`config.mk`:
```
export PLATFORM = sky130hd
export DESIGN_NAME = divider_datapath
export DESIGN_NICKNAME = d
export VERILOG_FILES = /design/src/rtl/divider_datapath.sv
export SDC_FILE = /design/constraint.sdc
export NUM_CORES = 1
export LEC_CHECK = 0
export CAP_MARGIN = 25
export CORE_MARGIN = 3
export CORE_UTILIZATION = 39
export CTS_CLUSTER_SIZE = 24
export DETAILED_ROUTE_END_ITERATION = 10
export GPL_ROUTABILITY_DRIVEN = 0
export PLACE_DENSITY_LB_ADDON = 0.12
export RECOVER_POWER = 50
export SYNTH_ARGS = -nofsm -noshare
export SYNTH_HDL_FRONTEND = slang
export SYNTH_SLANG_ARGS = --single-unit
```
`constraint.sdc`:
```
create_clock -name CLK -period 5.4 [get_ports CLK]
set_clock_uncertainty 0.1 [all_clocks]
set_input_delay 1.35 -clock CLK [delete_from_list [all_inputs] [get_ports CLK]]
set_output_delay 1.35 -clock CLK [all_outputs]
set_load 0.02 [all_outputs]
```
`src/rtl/divider_datapath.sv`:
```
// divider_datapath
//   Restoring shift/subtract division datapath, driven cycle by cycle by an
//   external controller. It computes one quotient bit per shift step and
//   corrects the result signs at the output.
//
//   Control handshake: initialize, load_divident and sh_en are single-cycle
//   command strobes with no ready/acknowledge. A command takes effect at the
//   rising CLK edge where it is high. When several are high together,
//   initialize wins over load_divident, and load_divident wins over sh_en.
//   A load_divident with divident_gt_divisor low is ignored, and so is an
//   sh_en once count has reached WIDTH. done stays high, and the results
//   stay valid, until the next initialize or RST.
//
//   A typical controller drives load_divident when divident_gt_divisor is
//   high and sh_en otherwise, and stops when done is seen.
//
// Ports
//   CLK                 in   clock, rising edge
//   RST                 in   synchronous active-high reset
//   initialize          in   sample operands and start a new division
//   load_divident       in   subtract the aligned divisor from the remainder
//   sh_en               in   shift the divisor right and the quotient left
//   sign                in   1 = signed, 0 = unsigned (sampled on initialize)
//   dividend, divisor   in   operands (sampled on initialize)
//   divident_gt_divisor out  remainder >= aligned divisor (comb, qualified)
//   done                out  division complete (comb)
//   quotient, remainder out  sign-corrected results
//   div_by_zero         out  divisor was sampled as zero (registered)
module divider_datapath #(
  parameter int WIDTH = 32
) (
  input  logic             CLK,
  input  logic             RST,
  input  logic             initialize,
  input  logic             load_divident,
  input  logic             sh_en,
  input  logic             sign,
  input  logic [WIDTH-1:0] dividend,
  input  logic [WIDTH-1:0] divisor,
  output logic             divident_gt_divisor,
  output logic             done,
  output logic [WIDTH-1:0] quotient,
  output logic [WIDTH-1:0] remainder,
  output logic             div_by_zero
);

  localparam int CW = $clog2(WIDTH) + 1;
  localparam logic [CW-1:0] COUNT_MAX = CW'(WIDTH);

  logic [WIDTH-1:0]   r_q;      // partial remainder magnitude
  logic [2*WIDTH-1:0] d_q;      // divisor aligned against the remainder
  logic [WIDTH-1:0]   q_q;      // quotient magnitude
  logic [CW-1:0]      count_q;  // shift steps taken
  logic               busy_q;
  logic               neg_q_q;
  logic               neg_r_q;
  logic               dbz_q;

  logic [WIDTH-1:0] dividend_mag;
  logic [WIDTH-1:0] divisor_mag;
  logic             divisor_zero;
  logic             gt;

  // Two's-complement negation of the most negative value gives the value
  // back. Read as unsigned, that is the correct magnitude.
  assign dividend_mag = (sign && dividend[WIDTH-1]) ? -dividend : dividend;
  assign divisor_mag  = (sign && divisor[WIDTH-1])  ? -divisor  : divisor;
  assign divisor_zero = (divisor == '0);

  // With a zero divisor the aligned divisor is 0, so the raw compare is
  // always true. Forcing it low turns a divide-by-zero into shift-only steps.
  // That leaves quotient = 0 and remainder = dividend.
  assign gt = busy_q && !dbz_q && ({{WIDTH{1'b0}}, r_q} >= d_q);

  always_ff @(posedge CLK) begin
    if (RST) begin
      r_q     <= '0;
      d_q     <= '0;
      q_q     <= '0;
      count_q <= '0;
      busy_q  <= 1'b0;
      neg_q_q <= 1'b0;
      neg_r_q <= 1'b0;
      dbz_q   <= 1'b0;
    end else if (initialize) begin
      r_q     <= dividend_mag;
      d_q     <= {divisor_mag, {WIDTH{1'b0}}};
      q_q     <= '0;
      count_q <= '0;
      busy_q  <= 1'b1;
      neg_q_q <= sign && (dividend[WIDTH-1] ^ divisor[WIDTH-1]) && !divisor_zero;
      neg_r_q <= sign && dividend[WIDTH-1];
      dbz_q   <= divisor_zero;
    end else if (load_divident && gt) begin
      r_q    <= r_q - d_q[WIDTH-1:0];
      q_q[0] <= 1'b1;
    end else if (sh_en && (count_q < COUNT_MAX)) begin
      d_q     <= d_q >> 1;
      q_q     <= q_q << 1;
      count_q <= count_q + 1'b1;
    end
  end

  assign divident_gt_divisor = gt;
  assign done        = busy_q && (count_q == COUNT_MAX) && !gt;
  assign quotient    = neg_q_q ? -q_q : q_q;
  assign remainder   = neg_r_q ? -r_q : r_q;
  assign div_by_zero = dbz_q;

endmodule

```
**Word-level counts from Yosys, hierarchy flattened**

Cells that the tools add are included.

- Memory bits (writable): 0
- Memories: 0
- Latch bits: 0
- Input bits: 70
- Logic and storage cells: 53
- Register bits: 138
- Bits in read-only memories: 0

- Multiply operators: 0
- Div/mod/pow operators: 0
- Shift operators: 0
- Equal/unequal tests: 2
- Multiplexer cells: 11
- Bitwise logic cells: 2
- Add/subtract/negate cells: 6
- $lt $le $gt $ge: 2
- Reduce and logical (&&, ||, !) cells: 20

Operators by type and width:

| operator | count |
|---|---|
| $mux 32 | 6 |
| $mux 64 | 3 |
| $neg 32->32 | 4 |
| $ge 32x64->1 | 1 |
| $logic_not 32->1 | 1 |
| $sub 32x32->32 | 1 |
| $logic_and 1x1->1 | 10 |
| $add 6x1->6 const B | 1 |
| $eq 6x6->1 const B | 1 |
| $lt 6x6->1 const B | 1 |
| $reduce_bool 2->1 | 3 |
| $reduce_and 2->1 | 2 |
| $logic_not 1->1 | 3 |
| $mux 1 | 2 |
| $ne 2x2->1 const B | 1 |
| $reduce_or 2->1 | 1 |
| $not 1->1 | 1 |
| $xor 1x1->1 | 1 |

**Longest topological paths before layout**

Gate-level depths: netlist of the first run.

- Depth after elaboration: 6
- Gate-level depth with buffers: 13
- Gate-level depth less buffers: 11

**Worst setup path after synthesis of the first run**

Ideal clock, no wire load.

- Path type: register to output
- Start: reg d_q[19]
- End: out done
- Arrival: 2.974 ns
- Slack: 0.976 ns
- Stages on the path, launching flop included: 12
- Path through: dfxtp_1 inv_1 ha_1 clkbuf_1 nand4_1 nor3_1 nand4_1 a211o_1 o22ai_1 nor2_1 nor4_1 nor2_1

- Longest elaborated chain between the ends: 4

RTL lines:

| what | line | text |
|---|---|---|
| start, declared | 51 | `logic [2*WIDTH-1:0] d_q;` |
| start signal, assigned | 87 | `d_q <= {divisor_mag, {WIDTH{1'b0}}};` |
| start signal, assigned | 98 | `d_q <= d_q >> 1;` |
| $ge 32x64->1 | 73 | `assign gt = busy_q && !dbz_q && ({{WIDTH{1'b0}}, r_q} >= d_q);` |
| $logic_and 1x1->1 | 73 |  |
| via divident_gt_divisor | 40 | `output logic divident_gt_divisor,` |
| $logic_not 1->1 | 105 | `assign done = busy_q && (count_q == COUNT_MAX) && !gt;` |
| $logic_and 1x1->1 | 105 |  |
| end, declared | 41 | `output logic done,` |

The timed path passes the listed nets, and every way through them passes these cells.

**Worst setup path in the final report of the first run**

- Start: reg q_q[2]
- End: out quotient[30]

- Longest elaborated chain between the ends: 2

RTL lines:

| what | line | text |
|---|---|---|
| start, declared | 52 | `logic [WIDTH-1:0] q_q;` |
| start signal, assigned | 99 | `q_q <= q_q << 1;` |
| $neg 32->32 | 106 | `assign quotient = neg_q_q ? -q_q : q_q;` |
| $mux 32 | 106 |  |
| end, declared | 42 | `output logic [WIDTH-1:0] quotient,` |

Every way passes these cells.

==> results of run 1 <==
-- flip-flops by register name, summed over array words and instances, names as in the netlist --
name / cells
q_q: 32
count_q: 6
neg_q_q: 1
div_by_zero: 1
r_q: 32
d_q: 64
busy_q: 1
neg_r_q: 1
-- report_power, final --
group	leakage, nW	internal [mW]	switching, mW	total (mW)
clock	0.283	0.729	0.500	1.23
sequential	1.13	1.06	0.0580	1.12
combinational	3.12	0.347	0.451	0.798
-- cell usage in the layout (no fill, tap or decap), drive strengths merged, types with 13 or more instances in the layout --
master / netlist / layout
nor4: 25 / 25
or4: 30 / 30
a31oi: 27 / 27
xor2: 40 / 40
buf: 14 / 17
o31ai: 28 / 28
dfxtp: 138 / 138
a21oi: 141 / 141
nand2b: 14 / 14
o21ai: 143 / 143
clkbuf: 86 / 25
clkdlybuf4s50: 0 / 113
ha: 38 / 38
dlygate4sd3: 0 / 15
inv: 53 / 56
o311a: 15 / 15
a21o: 20 / 20
xnor2: 97 / 97
nand3: 89 / 89
nor2: 75 / 75
or3: 13 / 13
nor3: 41 / 41
nand2: 107 / 107
-- per-stage QoR --
step,cell area (um^2),worst slack (ns)
4_1_cts,12600,0.0124
3_3_place_gp,12000,0.394
3_5_place_dp,12000,0.362
6_report,12600,0.221
2_1_floorplan,10400,0.976
5_1_grt,12600,0.0211
-- area by class of cell --
type	instances	area share, %
clock buffer	18	3.40
clock inverter	13	1.35
inverter	53	1.58
multi-input combinational	1111	56.5
sequential	138	21.9
tap	335	3.32
timing repair buffer	158	12.0
-- synthesized netlist by cell type, drive strengths merged, types with 4 or more instances --
library cell	number	area, um^2
a21oi	141	706
o21bai	5	37.5
buf	14	61.3
inv	53	199
a211o	4	35.0
nor3b	4	30.0
o31a	4	35.0
o21ai	143	716
xor2	40	350
a21o	20	150
or4	30	233
and3	8	50.1
nand3	89	445
o31ai	28	210
a311oi	8	70.1
and2	7	43.8
o2111ai	4	35.0
mux2i	6	60.1
nor3	41	205
clkbuf	86	323
nor4	25	163
o311a	15	150
nand2b	14	87.6
o41ai	10	106
or2	8	50.1
a211oi	12	90.1
a21boi	4	30.0
nand2	107	402
ha	38	475
nand4	10	62.6
o221a	8	90.1
a31o	4	35.0
o211ai	6	45.0
o21a	11	82.6
nor2	75	282
a31oi	27	169
dfxtp	138	2760
or3	13	91.3
nor2b	6	37.5
xnor2	97	850
-- kinds of logic after synthesis --
family / Yosys count / share of synthesized area, %
buf+inv: 153 / 5.60
mux: 9 / 0.901
xor+xnor: 137 / 11.5
compound gates: 477 / 28.8
flops: 138 / 26.5
fa+ha+maj: 39 / 4.76
simple gates: 449 / 22.0
-- worst min path at each step --
stage          cells past startpoint  startpoint  slack (ns)  endpoint
2_1_floorplan                      2     d_q[11]        0.35   d_q[10]
3_3_place_gp                       2     d_q[13]        0.37   d_q[12]
3_5_place_dp                       2     d_q[16]        0.37   d_q[15]
4_1_cts                            2     d_q[29]        0.38   d_q[28]
5_1_grt                            2     d_q[11]        0.39   d_q[10]
6_report                           2     d_q[16]        0.38   d_q[15]
-- layer usage --
metal | track usage [%] | vias up | part of all wire (%)
met5 | 0 | - | 0
met4 | 7.29 | 0 | 2.3
met3 | 3.47 | 53 | 4.7
met2 | 38.8 | 294 | 47
met1 | 31.4 | 5109 | 46
li1 | - | 5322 | -
-- worst max-delay path, stage by stage, from the launching register on --
cell	delay (ns)
dfxtp_1	0.36
nor4_2	0.32
nand2_1	0.14
or4_4	0.44
or3_4	0.40
or4_4	0.52
or3_4	0.41
o21ai_0	0.22
xnor2_1	0.13
dlygate4sd2_1	0.35
==> results.ini, run 1 <==
[status]
violations = max-capacitance violations, max-slew violations
status = finished with violations

[layout]
diodes = 0
multi_input_area_um2 = 7140
regArea_um2 = 2760
fin_util_pct = 48.3
final_cells = 1826
drive_gt1_share_pct = 6.10
syn2layout_area_growth_pct = 21.2
final_nets = 1588
fill_cells = 2659

[route]
drcViolationCount = 0
num_vias = 10800
wire_per_inst_um = 18.7
avgViaCountPerCell = 5.90
firstDrtPassIters = 5
routed_wl_um = 34100
drt_iter0_drc = 812
ant_nets = 0

[placement]
numPortBuffers = 136
dp.cells = 1795
dp.final_hpwl_um = 24300

[sta]
rsz0062_at_grt = false
worstMarginPinSlew_ns = 2.59
finalSetupViolCount = 0
slew_violations = 131
fmax_ghz = 0.193
setup_tns_ns = 0
fin_crit_ns = 5.18
fin_crit_sh_pct = 95.9
hold_slack_ns = 0.376
hold_violations = 0
relSlewSlack_pct = -72.7

[logic_synthesis]
yosysWarnings = 0
synth-edff-count = 0
synth_area_um2 = 10400
synth_nets = 1511
async_reset_ff_share_pct = 0
syn_inst = 1402
ys_ff_latch = 138
avgSynthCellArea_um2 = 7.43
ys_seq_area_share_pct = 26.5
synth_cell_types = 72
synth_flop_cell = dfxtp_1

[clock_network]
cts_hold_buf = 0
ctsResizeCount = 4
cts_tree = built
cts.sinks = 138
clock_path_buffers = 2
cts_setup_buffers = 0
clk_pin_slew_ns = 0.06
clock_latency_ns = 0.43
cts.htree.levels = 4
numCtsBuffers = 17
cts-root-buf = clkbuf_16

[worst_setup_path]
worstSetupEndpointType = primary output
rrSetupSlack_ns = 1.27
path_class = flop to primary output
r2r-end = r_q[4]
crit_path_end = quotient[30]
critPathMaxFanout = 6
worstReg2RegStart = d_q[25]
cp-startpoint = q_q[2]
r2r_cells = 11
crit_arrival_ns = 3.73
worstPathRequired_ns = 3.95
startpoint_type = flop

[global_routing]
antenna_found_initial = 0
track_usage_pct = 23.4
grt_pass1_vias = 10300
grt_pass1_wl_um = 55000
grt-ovfl-total = 0
grt_max_degree = 77

[die]
dieHeight_um = 169
ios = 137
core_um2 = 26100
die_x_um = 169
num_rows = 59
dieArea_um2 = 28700
start_util_pct = 39.9

[pwr]
leakage_nw = 4.53
ir_drop_mv = 0.154
total_power_mw = 3.14
p_per_area_nw_per_um2 = 249

[worst_hold_path]
holdCritPathClass = flop to flop

[run]
max-cap-violations = 2

Power figures use the tool's default switching activity.
==> run 2, diff against run 1 <==
--- a/config.mk
+++ b/config.mk
@@ -5,14 +5,12 @@
 export SDC_FILE = /design/constraint.sdc
 export NUM_CORES = 1
 export LEC_CHECK = 0
-export CAP_MARGIN = 25
 export CORE_MARGIN = 3
 export CORE_UTILIZATION = 39
 export CTS_CLUSTER_SIZE = 24
 export DETAILED_ROUTE_END_ITERATION = 10
 export GPL_ROUTABILITY_DRIVEN = 0
 export PLACE_DENSITY_LB_ADDON = 0.12
-export RECOVER_POWER = 50
 export SYNTH_ARGS = -nofsm -noshare
 export SYNTH_HDL_FRONTEND = slang
 export SYNTH_SLANG_ARGS = --single-unit
==> results.ini, run 2 (synthesis results as in run 1) <==
[worst_setup_path]
critPathSlowestCell = or4_4
cp_slowest_stage_delay_ns = 0.52  ; about the same
crit_path_end = quotient[30]
cp-startpoint = q_q[2]
path_class = flop to primary output
r2r_cells = 11  ; unchanged
r2r-end = r_q[7]
worstPathCellList = nor4_2 > nand2_1 > or4_4 > or3_4 > or4_4 > or3_4 > o21ai_0 > xnor2_1 > dlygate4sd2_1
rrSetupSlack_ns = 1.46  ; +0.19 ns
worstReg2RegStart = d_q[25]
worstPathRequired_ns = 3.95  ; about the same
startpoint_type = flop
worstSetupEndpointType = primary output
critPathMaxFanout = 6  ; unchanged
crit_arrival_ns = 3.73  ; about the same

[route]
drcViolationCount = 0  ; unchanged
drt_iter0_drc = 823  ; +1.4%
avgViaCountPerCell = 5.92  ; +0.23%
ant_nets = 0  ; unchanged
num_vias = 10800  ; +0.23%
wire_per_inst_um = 18.7  ; +0.16%
firstDrtPassIters = 5  ; unchanged
routed_wl_um = 34100  ; +0.16%

[clock_network]
cts.sinks = 138  ; unchanged
cts_setup_buffers = 0  ; unchanged
clock_latency_ns = 0.43  ; about the same
cts-root-buf = clkbuf_16
cts_tree = built
cts_hold_buf = 0  ; unchanged
cts.htree.levels = 4  ; unchanged
numCtsBuffers = 17  ; unchanged
clock_path_buffers = 2  ; unchanged
clk_pin_slew_ns = 0.07  ; about the same

[worst_hold_path]
holdCritPathClass = flop to flop
hold_path_startpoint = d_q[11]

[placement]
numPortBuffers = 136  ; unchanged
dp.final_hpwl_um = 24300  ; unchanged

[die]
num_rows = 59  ; unchanged
dieArea_um2 = 28700  ; unchanged
start_util_pct = 39.9  ; unchanged
die_x_um = 169  ; unchanged
core_um2 = 26100  ; unchanged
ios = 137  ; unchanged
dieHeight_um = 169  ; unchanged

[pwr]
p_per_area_nw_per_um2 = 249  ; about the same
leakage_nw = 4.52  ; -0.17%
ir_drop_mv = 0.154  ; about the same

[status]
status = finished clean

[global_routing]
use_met1_pct = 31.4  ; unchanged
grt_max_degree = 77  ; unchanged
grt_pass1_wl_um = 55000  ; unchanged
grt-ovfl-total = 0  ; unchanged
grt_use_met3_pct = 3.47  ; unchanged
antenna_found_initial = 0  ; unchanged
grt_pass1_vias = 10300  ; unchanged
grtUsageMet2_pct = 38.8  ; unchanged
gr-max-usage-layer = met2
track_usage_pct = 23.4  ; unchanged

[layout]
final_nets = 1588  ; unchanged
syn2layout_area_growth_pct = 21.4
drive_gt1_share_pct = 6.44  ; +0.34 points
final_common_cell = a21oi_1
final_cell_mix = 141 x a21oi_1, 140 x o21ai_0, 138 x dfxtp_1, 128 x clkdlybuf4s50_1, 106 x nand2_1
top_register = d_q
fill_cells = 2653  ; -0.23%
largest_reg_flops = 64  ; unchanged
diodes = 0  ; unchanged
reg_top3 = d_q: 64 flops, q_q: 32 flops, r_q: 32 flops
fin_util_pct = 48.4  ; +0.081 points

[sta]
slew_violations = 0  ; -100%
fmax_ghz = 0.193  ; about the same
fin_crit_sh_pct = 95.9  ; about the same
hold_violations = 0  ; unchanged
worstMarginPinSlew_ns = 1.11  ; -1.48 ns
fin_crit_ns = 5.18  ; +0.000733 ns
relSlewSlack_pct = 26.2  ; +99 points
finalSetupViolCount = 0  ; unchanged
setup_tns_ns = 0  ; unchanged
rsz0062_at_grt = false

[run]
max-cap-violations = 0  ; -2

## run 2: cell count changes in the layout (fill, tap and decap cells not counted)
| cell | change |
|---|---|
| clkbuf_1 | -5 |
| and2_1 | +3 |
| buf_2 | +1 |
| clkdlybuf4s50_1 | +15 |
| and2_0 | -3 |
| clkbuf_2 | -2 |
| buf_4 | +6 |
| dlygate4sd3_1 | -15 |
## run 2: critical path: cells and delay by family, from the launching register on
family | cells | cell delay, ns
AOI/OAI and AO/OA | 1 | 0.22
xor gates and xnor gates | 1 | 0.13
buffers and inverters | 1 | 0.35
DFF | 1 | 0.36
and+or+nand+nor | 6 | 2.23
## run 2: layout make-up
class,instances,area [um^2],area share [%]
multi-input combinational,1111,7140,56.4
sequential,138,2760,21.8
tap,335,419,3.31
timing repair buffer,158,1530,12.1
inverter,53,199,1.57
clock inverter,13,170,1.35
clock buffer,18,429,3.39
## run 2: routing by layer
metal	vias to the layer above	part of all wire [%]	wire [um]
li1	5319	-	-
met1	5158	46	15800
met2	273	47	16000
met3	53	4.4	1510
met4	0	2.3	790
met5	-	0	0
## run 2: what timing repair did
item / CTS / global route
gates resized for setup: 4 / 10
cloned: 0 / 0
endpoints found under the hold margin: 0 / 0
setup endpoints to repair: 6 / 9
## run 2: where the power goes
group | internal, mW | switching [mW]
Combinational | 0.351 | 0.452
Sequential | 1.06 | 0.0583
Clock | 0.729 | 0.499
## run 2: per-stage QoR
| stage | hold WS (ns) | power, mW | setup WS, ns | std cells | cell area, um^2 |
|---|---|---|---|---|---|
| floorplan | 0.353 | 1.65 | 0.976 | 1402 | 10400 |
| CTS | 0.375 | 3.16 | 0.0124 | 1826 | 12600 |
| finish | 0.375 | 3.15 | 0.220 | 1826 | 12700 |
| global route | 0.394 | 3.30 | 0.0211 | 1826 | 12700 |
| global placement | 0.365 | 1.93 | 0.394 | 1795 | 12000 |
| detailed placement | 0.372 | 1.93 | 0.362 | 1795 | 12000 |
## run 2: how the worst min path moves through the flow
stage          cells after the start  slack [ns]      end
2_1_floorplan                      2        0.35  d_q[10]
3_3_place_gp                       2        0.37  d_q[12]
3_5_place_dp                       2        0.37  d_q[15]
4_1_cts                            2        0.38  d_q[28]
5_1_grt                            2        0.39  d_q[10]
6_report                           2        0.38  d_q[10]
==> run 3, diff against run 2 <==
--- a/config.mk
+++ b/config.mk
@@ -6,7 +6,7 @@
 export NUM_CORES = 1
 export LEC_CHECK = 0
 export CORE_MARGIN = 3
-export CORE_UTILIZATION = 39
+export CORE_UTILIZATION = 40
 export CTS_CLUSTER_SIZE = 24
 export DETAILED_ROUTE_END_ITERATION = 10
 export GPL_ROUTABILITY_DRIVEN = 0
==> results.ini, run 3 (synthesis results as in run 1) <==
[worst_hold_path]
holdCritPathClass = flop to flop
hold_depth = 2  ; unchanged

[worst_setup_path]
critPathMaxFanout = 6  ; unchanged
worst-path-buf-inv = 1  ; unchanged
worstReg2RegStart = r_q[0]
cp_slowest_stage_delay_ns = 0.52  ; about the same
crit_path_end = quotient[28]
startpoint_type = flop
worstSetupEndpointType = primary output
worst-path-stages = 9  ; unchanged
rrSetupSlack_ns = 1.73  ; +0.27 ns
r2r-end = r_q[7]
crit_family = simple AND/OR/NAND/NOR gates
critPathSlowestCell = or4_4
crit_arrival_ns = 3.79  ; +0.06 ns
cp-startpoint = q_q[2]
worstPathRequired_ns = 3.95  ; about the same
worstPathCellList = nor4_2 > nand2_1 > or4_4 > or3_4 > or4_4 > or3_4 > o41ai_4 > xnor2_1 > clkdlybuf4s15_1
r2r_cells = 13  ; +2
path_class = flop to primary output

[pwr]
total_power_mw = 3.15  ; +0.12%
leakage_nw = 4.53  ; +0.27%
p_per_area_nw_per_um2 = 249  ; about the same
ir_drop_mv = 0.214  ; +39%

[placement]
numPortBuffers = 136  ; unchanged
dp.cells = 1792  ; -0.17%
dpl-instance-area_um2 = 12000  ; about the same
dp.final_hpwl_um = 24000  ; -1.1%

[global_routing]
track_usage_pct = 23.4  ; about the same
grt-ovfl-total = 0  ; unchanged
grt_pass1_wl_um = 54500  ; -0.94%
antenna_found_initial = 0  ; unchanged
grt_max_degree = 63  ; -18%
grt_pass1_vias = 10100  ; -2.0%

[sta]
setup_tns_ns = 0  ; unchanged
finalSetupViolCount = 0  ; unchanged
fin_crit_sh_pct = 97.1  ; +1.1 points
relSlewSlack_pct = 20.6  ; -5.6 points
rsz0062_at_grt = false
worstMarginPinSlew_ns = 1.19  ; +0.0845 ns
fin_crit_ns = 5.24  ; +0.0614 ns
slew_violations = 0  ; unchanged
fmax_ghz = 0.191  ; -1.2%
hold_violations = 0  ; unchanged

[clock_network]
cts.htree.levels = 4  ; unchanged
cts-root-buf = clkbuf_16
cts.sinks = 138  ; unchanged
numCtsBuffers = 17  ; unchanged
clock_latency_ns = 0.43  ; about the same
cts_hold_buf = 0  ; unchanged
clk_pin_slew_ns = 0.06  ; about the same
cts_setup_buffers = 0  ; unchanged
clock_path_buffers = 2  ; unchanged
cts_tree = built

[die]
ios = 137  ; unchanged
start_util_pct = 41.0  ; +1.2 points
dieArea_um2 = 28000  ; -2.4%
dieHeight_um = 167  ; -1.2%
core_um2 = 25400  ; -2.8%
num_rows = 58  ; -1.7%
die_x_um = 167  ; -1.2%

[layout]
postLayoutCellArea_um2 = 12700  ; about the same
fin_util_pct = 49.8  ; +1.4 points
final_common_cell = a21oi_1
drive_gt1_share_pct = 6.63  ; +0.19 points
reg_top3 = d_q: 64 flops, q_q: 32 flops, r_q: 32 flops
final_nets = 1590  ; +0.13%
largest_reg_flops = 64  ; unchanged
final_cells = 1823  ; -0.16%
top_register = d_q
final_cell_mix = 141 x a21oi_1, 139 x o21ai_0, 138 x dfxtp_1, 128 x clkdlybuf4s50_1, 106 x nand2_1
diodes = 0  ; unchanged
syn2layout_area_growth_pct = 21.5  ; about the same

[route]
num_vias = 10800  ; -0.36%
firstDrtPassIters = 5  ; unchanged
drcViolationCount = 0  ; unchanged
routed_wl_um = 33900  ; -0.52%
wl_met3_um = 1420  ; -6.2%
wl_met2_um = 15800  ; -1.4%
top_layer = met4
drt_iter0_drc = 879  ; +6.8%
ant_nets = 0  ; unchanged
wire_per_inst_um = 18.6  ; -0.36%
met1_length_um = 16100  ; +2.0%
avgViaCountPerCell = 5.90  ; -0.20%

[status]
status = finished clean

[run]
max-cap-violations = 0  ; unchanged

==> run 3: layout make-up <==
class	instances	area, um^2
clock buffers	19	453
well taps	330	413
clock inverters	12	164
multi-input cells	1111	7130
fillers	2543	12700
flip-flops and latches	138	2760
repair buffers	160	1540
inverters	53	199
==> run 3: metrics by stage <==
stage / hold WS, ns / setup WS [ns]
final: 0.380 / 0.159
after global routing: 0.387 / 0.0149
after CTS: 0.377 / 0.0497
after global placement: 0.365 / 0.375
after floorplan: 0.353 / 0.976
after detailed placement: 0.373 / 0.322
==> run 3: per-layer routing <==
metal / track usage, % / up-vias
met5: 0 / -
met4: 5.80 / 0
met3: 3.40 / 39
met2: 38.1 / 259
met1: 32.7 / 5149
li1: - / 5317
==> run 3: power breakdown <==
part	internal (mW)	switching (mW)	total, mW
logic	0.349	0.439	0.788
registers	1.06	0.0625	1.12
clock network	0.753	0.489	1.24
==> run 3: how the worst min path moves through the flow <==
stage | from | end
after floorplan | d_q[11] | d_q[10]
after global placement | d_q[14] | d_q[13]
after detailed placement | d_q[7] | d_q[6]
after CTS | d_q[15] | d_q[14]
after global routing | d_q[15] | d_q[14]
final | d_q[30] | d_q[29]
==> run 3: worst min-delay path, delay by kind of cell, from the launching register on <==
family,cells,cell delay (ns)
compound gates,1,0.05
flops,1,0.32
simple gates,1,0.06
==> run 3: what timing repair did <==
item                       CTS  global route
resized for setup            4            11
pin swaps                    0             0
setup endpoints to repair    6            10
